## config.mk

```make
export PLATFORM = sky130hd
export DESIGN_NAME = mutative_port_arbiter
export DESIGN_NICKNAME = d
export VERILOG_FILES = /design/src/rtl/mutative_port_arbiter_pkg.sv /design/src/rtl/mutative_rr_picker.sv /design/src/rtl/mutative_port_arbiter.sv
export SDC_FILE = /design/constraint.sdc
export NUM_CORES = 1
export LEC_CHECK = 0
export CAP_MARGIN = 15
export CORE_AREA = 3 3 145 147
export CTS_CLUSTER_DIAMETER = 100
export CTS_CLUSTER_SIZE = 14
export DETAILED_ROUTE_END_ITERATION = 10
export DIE_AREA = 0 0 148 150
export PLACE_DENSITY_LB_ADDON = 0.08
export SETUP_SLACK_MARGIN = 0.05
export SLEW_MARGIN = 20
export SYNTH_ARGS = -nofsm -noshare
export SYNTH_HDL_FRONTEND = slang
export SYNTH_SLANG_ARGS = --single-unit
export TNS_END_PERCENT = 10
```

## constraint.sdc

```tcl
create_clock -name clk -period 3.1 [get_ports clk]
set_clock_uncertainty 0.05 [all_clocks]
set_input_delay 0.62 -clock clk [delete_from_list [all_inputs] [get_ports clk]]
set_output_delay 0.62 -clock clk [all_outputs]
set_load 0.02 [all_outputs]
```

## src/rtl/mutative_port_arbiter_pkg.sv

```systemverilog
// ============================================================================
// mutative_types : shared state encoding and port count for the port arbiter
// Revision 1.0
// ============================================================================
`default_nettype none
`timescale 1ns/1ps

package mutative_types;

  localparam int ARB_PORTS = 2;

  typedef enum logic [1:0] {
    IDLE  = 2'd0,
    ISSUE = 2'd1,
    WAIT  = 2'd2
  } arb_state_t;

endpackage

`default_nettype wire

```

## src/rtl/mutative_rr_picker.sv

```systemverilog
// ============================================================================
// mutative_rr_picker : two-input round-robin picker (favours port != last_grant)
// Revision 1.0
// ============================================================================
`default_nettype none
`timescale 1ns/1ps

module mutative_rr_picker
  import mutative_types::*;
(
  input  logic [ARB_PORTS-1:0] pending,
  input  logic                 last_grant,
  output logic                 grant_valid,
  output logic                 grant_idx
);

  always_comb begin
    grant_valid = |pending;
    // A lone requester wins outright; a tie goes to the port not served last.
    grant_idx   = (&pending) ? ~last_grant : pending[1];
  end

endmodule

`default_nettype wire

```

## src/rtl/mutative_port_arbiter.sv

```systemverilog
// ============================================================================
// mutative_port_arbiter : 2-port round-robin front end for the mutative cache
// Optional grant statistics enabled by macro MUTATIVE_ARB_STATS_EN.
// Revision 1.0
// ============================================================================
`default_nettype none
`timescale 1ns/1ps

module mutative_port_arbiter
  import mutative_types::*;
#(
  parameter int RST_PRIO = 0
) (
  input  logic                           clk,
  input  logic                           rst,
  input  logic [ARB_PORTS-1:0][31:0]     req_addr,
  input  logic [ARB_PORTS-1:0][3:0]      req_rmask,
  input  logic [ARB_PORTS-1:0][3:0]      req_wmask,
  input  logic [ARB_PORTS-1:0][31:0]     req_wdata,
  output logic [ARB_PORTS-1:0][31:0]     req_rdata,
  output logic [ARB_PORTS-1:0]           req_resp,
  output logic [31:0]                    ufp_addr,
  output logic [3:0]                     ufp_rmask,
  output logic [3:0]                     ufp_wmask,
  output logic [31:0]                    ufp_wdata,
  input  logic [31:0]                    ufp_rdata,
  input  logic                           ufp_resp,
  output logic                           busy,
  output logic [ARB_PORTS-1:0][31:0]     grant_cnt
);

  localparam logic c_rst_last = (RST_PRIO == 0) ? 1'b1 : 1'b0;

  arb_state_t state_q, state_d;
  logic       last_q, last_d;
  logic       gnt_q, gnt_d;
  logic [31:0] addr_q, addr_d;
  logic [3:0]  rmask_q, rmask_d;
  logic [3:0]  wmask_q, wmask_d;
  logic [31:0] wdata_q, wdata_d;

  logic [ARB_PORTS-1:0] w_pending;
  logic                 w_pick_valid;
  logic                 w_pick_idx;
  logic                 w_grant;

  always_comb begin
    for (int i = 0; i < ARB_PORTS; i++) begin
      w_pending[i] = (|req_rmask[i]) | (|req_wmask[i]);
    end
  end

  mutative_rr_picker u_picker (
    .pending     (w_pending),
    .last_grant  (last_q),
    .grant_valid (w_pick_valid),
    .grant_idx   (w_pick_idx)
  );

  always_ff @(posedge clk or posedge rst) begin
    if (rst) begin
      state_q <= IDLE;
      last_q  <= c_rst_last;
      gnt_q   <= 1'b0;
      addr_q  <= '0;
      rmask_q <= '0;
      wmask_q <= '0;
      wdata_q <= '0;
    end else begin
      state_q <= state_d;
      last_q  <= last_d;
      gnt_q   <= gnt_d;
      addr_q  <= addr_d;
      rmask_q <= rmask_d;
      wmask_q <= wmask_d;
      wdata_q <= wdata_d;
    end
  end

  always_comb begin
    state_d   = state_q;
    last_d    = last_q;
    gnt_d     = gnt_q;
    addr_d    = addr_q;
    rmask_d   = rmask_q;
    wmask_d   = wmask_q;
    wdata_d   = wdata_q;
    w_grant   = 1'b0;
    ufp_addr  = addr_q;
    ufp_wdata = wdata_q;
    ufp_rmask = '0;
    ufp_wmask = '0;
    req_resp  = '0;
    req_rdata = '0;

    case (state_q)
      IDLE: begin
        if (w_pick_valid) begin
          w_grant = 1'b1;
          gnt_d   = w_pick_idx;
          last_d  = w_pick_idx;
          addr_d  = req_addr[w_pick_idx];
          rmask_d = req_rmask[w_pick_idx];
          wmask_d = req_wmask[w_pick_idx];
          wdata_d = req_wdata[w_pick_idx];
          state_d = ISSUE;
        end
      end
      ISSUE: begin
        // Masks live for this single cycle only; the cache would re-issue otherwise.
        ufp_rmask        = rmask_q;
        ufp_wmask        = wmask_q;
        req_resp[gnt_q]  = ufp_resp;
        req_rdata[gnt_q] = ufp_rdata;
        state_d          = ufp_resp ? IDLE : WAIT;
      end
      WAIT: begin
        req_resp[gnt_q]  = ufp_resp;
        req_rdata[gnt_q] = ufp_rdata;
        if (ufp_resp) state_d = IDLE;
      end
      default: state_d = IDLE;
    endcase
  end

  assign busy = (state_q != IDLE);

`ifdef MUTATIVE_ARB_STATS_EN
  for (genvar i = 0; i < ARB_PORTS; i++) begin : g_stat
    logic [31:0] cnt_q;
    always_ff @(posedge clk or posedge rst) begin
      if (rst) begin
        cnt_q <= '0;
      end else if (w_grant && (gnt_d == 1'(i)) && (cnt_q != 32'hFFFF_FFFF)) begin
        cnt_q <= cnt_q + 32'd1;
      end
    end
    assign grant_cnt[i] = cnt_q;
  end
`else
  assign grant_cnt = '0;
`endif

endmodule

`default_nettype wire

```

==> results.md <==
* Multi-input logic area at 0.002390 mm^2
* Netlist cell types at 26
* Yosys warning total at 0
* Detailed Place HPWL at 15620 um
* Final period util at 0.9512
* Ys async rst share at 1.000
* Initial antenna violation count at 2
* Critical Path RT at 2.43 ns
* Hold depth at 2
* Yosys reg bits at 76
* Nets at 1065
* CP top delay family: buffers and inverters
* # setup viols final at 0
* Chip Width at 148 um
* WL final at 20830 um
* Leakage at 3.387 nW
* Critical Path AT at 2.28 ns
* Final slew viol count at 0
* Max stage delay on crit path at 0.63 ns
* WL/cell at 17.96 um
* CTS Buf Count at 9
* Worst-path maximum fanout at 33
* First-pass GRT wire length at 30830 um
* CTS tree: yes
* Routed Antenna Nets at 0
* Via density at 4.629
* Drt drc at 0
* Final worst path period need at 2.949 ns
* Final Instance Area at 0.008334 mm^2
* Clk buf depth at 2
* Kind of start point of the critical path: register
* Hold endpoint: last_q
* Chip Height at 150 um
* Slew at the pin closest to its max-slew limit at 0.6787 ns
* Syn_area_per_cell at 8.035 um^2
* Die Area at 0.02220 mm^2
* Largest net degree at the start of global routing at 64
* Core box area at 0.02004 mm^2
* Worst reg2reg path depth at 4
* Clock root buffer: clkbuf_16
* Synth Flop Type: dfrtp_1
* Rows at 52
* Status: completed
* Share of layout cells above drive strength 1 at 0.04955
* Final hold violation count at 0
* Storage element area at 0.001903 mm^2
* Final global-route overflow total at 0
* H-Tree Depth at 3
* Critical-path top delay cell: clkdlybuf4s50_1
* 1st-iter DRT viols at 239
* Worst vdd ir at 389.7 uV
* WP buf/inv at 3
* Synthesized instance count at 590
* Relative slew slack at 0.5464
* Sequential element share of the synthesized area at 0.4014
* Number of synthesized flops with an enable pin at 0
* GRT Util Overall at 0.1775
* Worst r2r src: last_q
* Vias in the first global route at 5406
* RSZ-0062 raised after global routing: true
* Setup CP Type: register to output port
* Power Density at 1015 mW/mm^2
* Post-DP Area at 0.008025 mm^2
* Hold Path Origin: last_q
* Number of port buffers at 317
* Clock-pin slew on the worst setup and hold paths at 0.06 ns
* Final Wtd Congestion at 0.8664
* Io pins at 382
* Clock Sinks at 76
* Synthesized area at 0.004741 mm^2
* CP endpoint kind: output port
* Max Cap Viol at 0
* RR Endpoint: ufp_addr[29]
* Initial Util at 0.2366
* Fmax at 0.3391 GHz
* DRT Pass-1 Iters at 5
* Min-delay worst type: register to register
* Routed via count at 5370
* Setup TNS Final at 0 ns
* Fillcell total at 1999
* Flop2flop setup slack at 1.12 ns
* Worst skew pair latency at 0.34 ns
* Area delta synth->final at 75.80%
* CP Cell Sequence: inv_1 -> ha_1 -> buf_4 -> and3_1 -> clkdlybuf4s50_1
==> cells in the mapped netlist (2+ instances only) <==
cell type	n	area, um^2
a21oi_1	81	405.4
dfrtp_1	75	1877
nor2_1	74	277.8
buf_4	72	540.5
o21ai_0	72	360.4
a31oi_1	65	406.6
clkbuf_1	43	161.4
and2_1	42	262.8
and3_1	34	212.7
nand2_1	5	18.77
inv_1	4	15.01
ha_1	3	37.54
buf_2	2	10.01
nor2b_1	2	12.51
nor4_1	2	12.51
nor4_2	2	25.02
o21ai_1	2	10.01
or4_1	2	15.01
==> worst register-to-register path: stages, from the launching register on <==
cell      delay, ns
dfstp_2        0.59
a21boi_4       0.60
buf_4          0.38
o21ai_0        0.13
a21oi_1        0.15
==> cells by family after synthesis <==
group	count (synthesis)	synth area share
AND/OR/NAND/NOR	163	0.1766
buffers and inverters	121	0.1533
AO/OA/AOI/OAI	226	0.2600
other	1	0.0007910
flip-flops	76	0.4014
adder cells (fa/ha/maj)	3	0.007919
==> power by group <==
| part | switching (W) | total [W] | internal, W |
|---|---|---|---|
| Sequential | 0.000293 | 0.00182 | 0.00153 |
| Combinational | 0.00313 | 0.00559 | 0.00245 |
| Clock | 0.000430 | 0.00105 | 0.000624 |
| Total | 0.00385 | 0.00846 | 0.00461 |
==> layout by cell type, fill, tap and decap left out, types with 2 or more instances in the layout <==
cell / count
nor4_1: 2
and3_1: 34
o21ai_1: 2
clkbuf_16: 9
a31oi_1: 65
a21oi_1: 81
dlymetal6s2s_1: 3
buf_4: 13
nor4_2: 2
nor2b_1: 2
diode_2: 2
nand2_1: 4
dfrtp_1: 75
clkinvlp_4: 2
nor2_1: 74
and2_1: 41
conb_1: 64
inv_1: 3
clkinv_2: 3
clkdlybuf4s50_1: 314
ha_1: 3
or4_1: 2
buf_12: 5
o21ai_0: 72
==> worst max path at each step <==
stage                            start            end  slack, ns  cells after the start
after floorplan                    rst          gnt_q       0.49                      1
after global placement    req_wmask[0]   ufp_wdata[9]       0.39                      6
after detailed placement  req_wmask[1]  ufp_wdata[21]       0.35                      7
after CTS                   state_q[0]  req_rdata[29]       0.10                      6
after global routing        state_q[0]  req_rdata[62]       0.04                      5
final                       state_q[0]  req_rdata[62]       0.15                      5
==> stage by stage <==
step | util | total power (W) | std cells | setup slack [ns] | hold slack [ns]
3_5_place_dp | 0.4005 | 0.007466 | 1142 | 0.3541 | 0.4581
4_1_cts | 0.4151 | 0.008572 | 1158 | 0.1038 | 0.4697
2_1_floorplan | - | 0.004942 | 653 | 0.4933 | 0.4070
6_report | 0.4159 | 0.008462 | 1160 | 0.1512 | 0.4682
5_1_grt | 0.4159 | 0.009078 | 1160 | 0.04304 | 0.4792
3_3_place_gp | 0.4005 | 0.007420 | 1142 | 0.3917 | 0.4535
==> sequential cells by signal (all words and copies together), names as in the netlist <==
name / count
rmask_q: 4
wmask_q: 4
state_q: 2
last_q: 1
ufp_addr: 32
gnt_q: 1
ufp_wdata: 32
==> final cells by class <==
class	count	share of cell area
Clock inverter	6	0.007657
Clock buffer	10	0.02747
Timing Repair Buffer	336	0.4067
Sequential cell	76	0.2283
Tap cell	270	0.04053
Antenna cell	2	0.0006005
Inverter	4	0.001952
Multi-Input combinational cell	456	0.2867
==> repair_timing <==
action	4_1_cts	5_1_grt
buffers inserted	0	0
gates resized for setup	0	4
hold buffers	0	0
setup endpoints to repair	0	33
hold endpoints to repair	0	0
==> per-layer routing <==
layer	GRT usage	wire [um]	vias up
li1	-	-	2539
met1	0.1902	7555	2531
met2	0.3263	11060	273
met3	0.05936	1817	27
met4	0.06143	393	0
met5	0	0	-
(Power assumes the default switching activity.)
